$ cat src/rtl/sync_fifo_flags.sv
// sync_fifo_flags
//   Synchronous FIFO of any depth (not only powers of two).
//   - Programmable almost_full / almost_empty thresholds.
//   - Live occupancy count.
//   - Optional first-word-fall-through (FWFT) read mode.
//   - Sticky overflow/underflow flags with an explicit clear.
//
// Parameters:
//   WIDTH      data word width (>= 1)
//   DEPTH      number of entries (>= 2, any integer)
//   FWFT       0 = registered read, 1 = first-word-fall-through
//   AF_THRESH  almost_full  when count >= AF_THRESH (1..DEPTH)
//   AE_THRESH  almost_empty when count <= AE_THRESH (0..DEPTH-1)
//
// Ports:
//   clk, rst                  clock; synchronous active-high reset
//   wr_en, wdata              write request and data
//   rd_en                     read / pop request
//   clr_err                   clears the sticky overflow/underflow flags
//   rdata, rvalid             read data and its qualifier
//   full, empty               count == DEPTH / count == 0
//   almost_full, almost_empty threshold flags
//   count                     current occupancy, 0..DEPTH
//   overflow, underflow       sticky error flags
module sync_fifo_flags #(
    parameter int WIDTH     = 8,
    parameter int DEPTH     = 16,
    parameter int FWFT      = 0,
    parameter int AF_THRESH = DEPTH - 2,
    parameter int AE_THRESH = 2,
    localparam int CW       = $clog2(DEPTH + 1)
) (
    input  logic             clk,
    input  logic             rst,
    input  logic             wr_en,
    input  logic [WIDTH-1:0] wdata,
    input  logic             rd_en,
    input  logic             clr_err,
    output logic [WIDTH-1:0] rdata,
    output logic             rvalid,
    output logic             full,
    output logic             empty,
    output logic             almost_full,
    output logic             almost_empty,
    output logic [CW-1:0]    count,
    output logic             overflow,
    output logic             underflow
);

    localparam int PW = (DEPTH > 1) ? $clog2(DEPTH) : 1;

    logic [WIDTH-1:0] mem [DEPTH];
    logic [PW-1:0]    wr_ptr;
    logic [PW-1:0]    rd_ptr;
    logic [CW-1:0]    count_q;
    logic             rd_acc;
    logic             wr_acc;

    // Explicit wrap at DEPTH-1 so non-power-of-two depths work.
    function automatic logic [PW-1:0] ptr_next(input logic [PW-1:0] p);
        return (p == PW'(DEPTH - 1)) ? '0 : p + PW'(1);
    endfunction

    assign empty        = (count_q == '0);
    assign full         = (count_q == CW'(DEPTH));
    assign almost_full  = (count_q >= CW'(AF_THRESH));
    assign almost_empty = (count_q <= CW'(AE_THRESH));
    assign count        = count_q;

    assign rd_acc = rd_en && !empty;
    // A full FIFO still takes a write when a pop frees the slot in the same cycle.
    assign wr_acc = wr_en && (!full || rd_acc);

    always_ff @(posedge clk) begin
        if (rst) begin
            wr_ptr    <= '0;
            rd_ptr    <= '0;
            count_q   <= '0;
            overflow  <= 1'b0;
            underflow <= 1'b0;
        end else begin
            if (wr_acc) wr_ptr <= ptr_next(wr_ptr);
            if (rd_acc) rd_ptr <= ptr_next(rd_ptr);
            if (wr_acc && !rd_acc)
                count_q <= count_q + CW'(1);
            else if (rd_acc && !wr_acc)
                count_q <= count_q - CW'(1);
            // A new error in the same cycle as clr_err wins.
            overflow  <= (overflow  && !clr_err) || (wr_en && !wr_acc);
            underflow <= (underflow && !clr_err) || (rd_en && !rd_acc);
        end
    end

    // Storage is not reset; reset only blocks the write.
    always_ff @(posedge clk) begin
        if (!rst && wr_acc) mem[wr_ptr] <= wdata;
    end

    generate
        if (FWFT != 0) begin : g_fwft
            // Head word is presented directly; forced to 0 while empty so the
            // output is clean after reset and never exposes stale entries.
            assign rdata  = empty ? '0 : mem[rd_ptr];
            assign rvalid = !empty;
        end else begin : g_std
            always_ff @(posedge clk) begin
                if (rst) begin
                    rdata  <= '0;
                    rvalid <= 1'b0;
                end else begin
                    rvalid <= rd_acc;
                    if (rd_acc) rdata <= mem[rd_ptr];
                end
            end
        end
    endgenerate

endmodule

$ cat config.mk
export PLATFORM = sky130hd
export DESIGN_NAME = sync_fifo_flags
export DESIGN_NICKNAME = d
export VERILOG_FILES = /design/src/rtl/sync_fifo_flags.sv
export SDC_FILE = /design/constraint.sdc
export NUM_CORES = 1
export LEC_CHECK = 0
export ABC_AREA = 0
export BUFFER_PORTS_ARGS = -buffer_cell sky130_fd_sc_hd__buf_2
export CORE_ASPECT_RATIO = 0.75
export CORE_MARGIN = 4
export CORE_UTILIZATION = 32
export CTS_CLUSTER_SIZE = 28
export DETAILED_ROUTE_END_ITERATION = 8
export GPL_ROUTABILITY_DRIVEN = 1
export PLACE_DENSITY_LB_ADDON = 0.08
export SLEW_MARGIN = 40
export SYNTH_ARGS = -nofsm -noshare
export SYNTH_HDL_FRONTEND = slang
export SYNTH_SLANG_ARGS = --single-unit
$ cat constraint.sdc
create_clock -name clk -period 3 [get_ports clk]
set_input_delay 0.6 -clock clk [delete_from_list [all_inputs] [get_ports clk]]
set_output_delay 0.6 -clock clk [all_outputs]
set_load 0.05 [all_outputs]
* Yosys cells after proc, flatten, opt, wreduce, memory -nomap -nowiden *
Memories as Yosys holds them, arrays and structs flattened. A register that Yosys moved wholly into a read port is not among the register bits.
Cells that the tools add are included.

storage, ports and cells
  register bits after elaboration = 16
  bits in writable memories = 128
  bits of input ports = 13
  output and inout port bits = 20
  word-level logic and storage cells = 42
  memories = 1

operators by class
  add/sub/neg operators = 4
  order comparisons = 2
  eq/ne operators = 3
  mux-type cells = 6
  reductions and logical operators = 20

memory list
  name  depth  bits a word  rd ports  clocked after Yosys merged registers in  wr ports  line  RTL
  mem   16     8            1         1                                        1         52    logic [WIDTH-1:0] mem [DEPTH];

operators by type and width
  kind                                                                number
  2-to-1 mux 5 bit                                                    2
  logical AND 1 bit                                                   9
  adder 4 x 1 -> 4 bit (second input constant)                        2
  == test 4 bit (second input constant)                               2
  2-to-1 mux 4 bit                                                    2
  logical NOT 1 bit                                                   6
  adder 5 x 1 -> 5 bit (second input constant)                        1
  == test 5 bit (second input constant)                               1
  greater-or-equal comparator 5 x 4 -> 1 bit (second input constant)  1
  less-or-equal comparator 5 x 2 -> 1 bit (second input constant)     1
  logical NOT 5 bit                                                   1
  subtractor 5 x 1 -> 5 bit (second input constant)                   1
  logical OR 1 bit                                                    3
  2-to-1 mux 1 bit                                                    2
  nonzero test 2 bit                                                  1

* Depth between registers and ports, before layout *
  depth in word-level cells = 9
  depth in mapped cells = 11
  mapped depth without buffers = 9

* Worst setup path after synthesis *
No wires, ideal clock.

  path type = reg2out
  start point = reg count_q[4], in the netlist count[4]
  end point = out almost_empty
  arrival time = 3.131 ns
  data required time = 2.400 ns
  slack = -0.731 ns
  stages on the path, launching flop included = 3
  path buffers = 1
  path through = dfxtp_1 clkbuf_1 a2111oi_0

on the way
  word-level cells in the longest chain between the ends = 1

ends and longest elaborated chain
  element                                  line  RTL
  start: declaration                       55    logic [CW-1:0] count_q;
  start signal: assignment                 85    count_q <= count_q + CW'(1);
  start signal: assignment                 87    count_q <= count_q - CW'(1);
  less-or-equal comparator 5 x 2 -> 1 bit  67    assign almost_empty = (count_q <= CW'(AE_THRESH));
  end: declaration                         44    output logic almost_empty,

Every way passes these cells.

* Final worst setup path *
  start point = reg count_q[1], in the netlist count[1]
  end point = reg count_q[4], in the netlist count[4]

on the way
  word-level cells in the longest chain between the ends = 8
  elaborated cells between the ends (all ways) = 16
  classes of those cells = 2 x add/sub; 1 x eq/ne; 2 x mux; 11 x reduce/logical

ends and longest elaborated chain
  element
  branches (longest 8 deep; another with subtractor 5 x 1 -> 5 bit)

Several ways; the timed one is not identified. The select of a mux whose other input is x is not followed.
A chain may end at the register's enable or synchronous reset.

==> results.cfg <==
[worst_setup_path]
cp_cell_sequence = or4_4 > o31a_4 > ha_1 > inv_2 > ha_1 > a21o_1 > a21oi_2 > mux2i_1 > mux2_2
slowest_delay_ns = 0.58
crit_type = reg2reg
critPathBufInv = 1
critPathMaxFanout = 7
cp-start-kind = flip-flop
cp.arrival_ns = 3.14
reg2regPathDepth = 9
r2r-end = count[4]$_SDFFE_PP0P_
crit_slowest_cell = or4_4
cp_common_cell = ha_1
critPathCaptureType = flip-flop
rr_startpoint = count[1]$_SDFFE_PP0P_
required_ns = 3.30
critical-path-top-delay-family = compound AO/OA/AOI/OAI gates
crit_cells = 9
rrSetupSlack_ns = 0.16
cp-endpoint = count[4]$_SDFFE_PP0P_
timing.critical_path.from = count[1]$_SDFFE_PP0P_

[global_route]
grt_overflow = 0
grt_first_pass_wirelength_um = 20580
grt_max_degree = 37
grt_usage = 0.1335
first_global_vias = 3196
antenna_found_initial = 0

[final_layout]
final_cell_mix = edfxtp_1, mux4_2, buf_2
fin_nets = 407
syn2layout_area_growth_pct = 18.14
multi_input_area_um2 = 1690
post-route-util = 0.3878
layout_commonest_cell = edfxtp_1
drive_gt1_frac = 0.3451
nFillCells = 1749
final-seq-area_um2 = 4337
n_antenna_cell = 0

[job]
drv_cap = 0

[clock_network]
ctsLongestPathBuffers = 2
clock_latency_ns = 0.42
htreeDepth = 4
cts_tree = built
cts_root_buf = clkbuf_16
cts_inserted_buffers = 17
cts.sinks = 152
cts.clk_slew.worst_paths_ns = 0.06

[sta]
slew_viol_final = 0
slew_headroom = 0.5537
fin_crit_sh = 0.9461
clock_skew_ns = 0.02447
setup_tns_ns = 0
grt_setup_unrepaired = false
finalCriticalPeriod_ns = 2.838
max_freq_ghz = 0.3523
hold_viol_final = 0
tightest_slew_ns = 0.6687
setup_violations = 0

[detailed_routing]
drt_pass1_iterations = 4
drt_first_iter_violations = 170
wirelength_um = 13500
routedWlPerCell_um = 20.96
route.detailed.drc = 0
drtAntennaViolNets = 0
vias = 3179
viasPerCell = 4.936

[power]
power.density_nw_per_um2 = 805.7
intPower_uw = 4021
p_comb_frac = 0.216
p_sw_uw = 1795
seq_power_share = 0.432
leakagePower_uw = 0.002383
clockPowerShare = 0.353
swShare = 0.3086
ir_worst_vdd_mv = 0.3612

[die]
rows = 43
die_h_um = 127.7
initial_core_util = 0.3282
ioPinCount = 33
core_um2 = 18620
die-area_um2 = 21390
fp.dieW_um = 167.6

[logic_synthesis]
ys_warn_count = 0
synth_cell_types = 40
synth_fp_nets = 362
syn_area_um2 = 6110
synth_top_cell_area_share = 0.6291
synth_seq_cells = 152
avgSynthCellArea_um2 = 18.02
syn_inst = 339
yosysTopAreaCell = edfxtp_1
synth-seq-area-share = 0.7078
synth_area_leaders = edfxtp_1, mux4_2, dfxtp_1

[place]
hpwl_um = 8602
port_buffers = 32
place.gp.congestion = 0.7280

[min_path]
hold_path_depth = 2
hold_class = reg2reg

[outcome]
status = completed
## stage by stage
| stage | setup WS (ns) | instances | hold slack, ns | power (uW) | cell area [um2] |
|---|---|---|---|---|---|
| final | 0.1616 | 644 | 0.4950 | 5816 | 7218 |
| after global routing | 0.02505 | 644 | 0.5146 | 6104 | 7218 |
| after CTS | 0.09319 | 643 | 0.4891 | 5894 | 7211 |
| after detailed placement | 0.1110 | 611 | 0.4758 | 3822 | 6640 |
| after global placement | 0.1540 | 611 | 0.4695 | 3815 | 6613 |
| after floorplan | 0.01556 | 339 | 0.5467 | 3497 | 6132 |
## power groups by stage
stage | sequential (uW) | clock (uW) | combinational [uW]
2_1_floorplan | 2720 | 0 | 779
3_3_place_gp | 2560 | 0 | 1260
3_5_place_dp | 2560 | 0 | 1260
4_1_cts | 2520 | 2110 | 1270
5_1_grt | 2530 | 2220 | 1350
6_report | 2510 | 2050 | 1250
## flip-flops by register name, summed over array words and instances (netlist names)
| signal | flops |
|---|---|
| mem | 128 |
| overflow | 1 |
| wr_ptr | 4 |
| count | 5 |
| rd_ptr | 4 |
| underflow | 1 |
| rvalid | 1 |
| rdata | 8 |
## synthesized netlist by cell type
| cell | n |
|---|---|
| a21oi_1 | 6 |
| a41oi_2 | 1 |
| buf_1 | 3 |
| edfxtp_1 | 128 |
| o221ai_1 | 8 |
| mux4_2 | 32 |
| a31oi_1 | 1 |
| clkbuf_1 | 10 |
| o211ai_1 | 1 |
| o21ai_4 | 1 |
| a2111oi_0 | 1 |
| nor3_1 | 4 |
| xnor2_1 | 1 |
| mux2_2 | 1 |
| nor2_1 | 31 |
| inv_1 | 7 |
| o31ai_1 | 1 |
| a311o_1 | 1 |
| a21o_1 | 2 |
| o311a_1 | 2 |
| o31a_4 | 1 |
| a211oi_2 | 1 |
| o21bai_1 | 1 |
| nand2_1 | 8 |
| buf_2 | 5 |
| a22oi_1 | 1 |
| o2111ai_2 | 1 |
| or3_1 | 1 |
| nand3_1 | 11 |
| buf_4 | 1 |
| o311ai_1 | 1 |
| fa_1 | 1 |
| a32oi_1 | 1 |
| xor2_1 | 4 |
| mux2i_1 | 21 |
| buf_6 | 2 |
| nand2b_1 | 2 |
| or4_4 | 1 |
| ha_1 | 9 |
| dfxtp_1 | 24 |
## timing repair
action                     4_1_cts  5_1_grt
resized for setup                0        0
hold endpoints to repair         0        0
setup endpoints to repair        0        1
setup buffers                    0        1
hold buffers                     0        0
## logic make-up (layout without fill, tap and decap cells)
kind of cell,Yosys count,count (layout),synth area share
mux,54,54,0.1542
xor+xnor,5,5,0.007167
compound gates,32,32,0.04670
flops,152,152,0.7078
simple gates,58,58,0.04116
buf+inv,28,86,0.02130
fa+ha+maj,10,10,0.02171
## layer usage
| layer | part of all wire | routed length, um | vias up | global-route usage |
|---|---|---|---|---|
| li1 | - | - | 1442 | - |
| met5 | 0 | 0 | - | 0 |
| met2 | 0.45 | 6141 | 68 | 0.1986 |
| met4 | 0.0090 | 121 | 0 | 0.04151 |
| met3 | 0.048 | 653 | 7 | 0.03329 |
| met1 | 0.49 | 6580 | 1662 | 0.1943 |
## layout make-up
cell class,instances,area share
repair buffers,47,0.03952
clock buffers,18,0.05946
multi-input cells,159,0.2342
inverters,7,0.003640
flip-flops and latches,152,0.6008
well taps,247,0.04282
clock inverters,14,0.01959
## worst min-delay path, stage by stage (launching register included)
cell and delay (ns):
dfxtp_1 0.33, nand3_1 0.07, o221ai_1 0.06
## worst min-delay path by stage
stage,start,end,slack (ns)
floorplan,rd_ptr[3]$_SDFFE_PP0P_,rd_ptr[3]$_SDFFE_PP0P_,0.55
global placement,overflow$_SDFF_PP0_,overflow$_SDFF_PP0_,0.47
detailed placement,overflow$_SDFF_PP0_,overflow$_SDFF_PP0_,0.48
CTS,clr_err,overflow$_SDFF_PP0_,0.49
global route,wr_en,overflow$_SDFF_PP0_,0.51
finish,rdata[1]$_SDFFE_PP0P_,rdata[1]$_SDFFE_PP0P_,0.50
No activity file was read; power rests on OpenSTA's default activity.
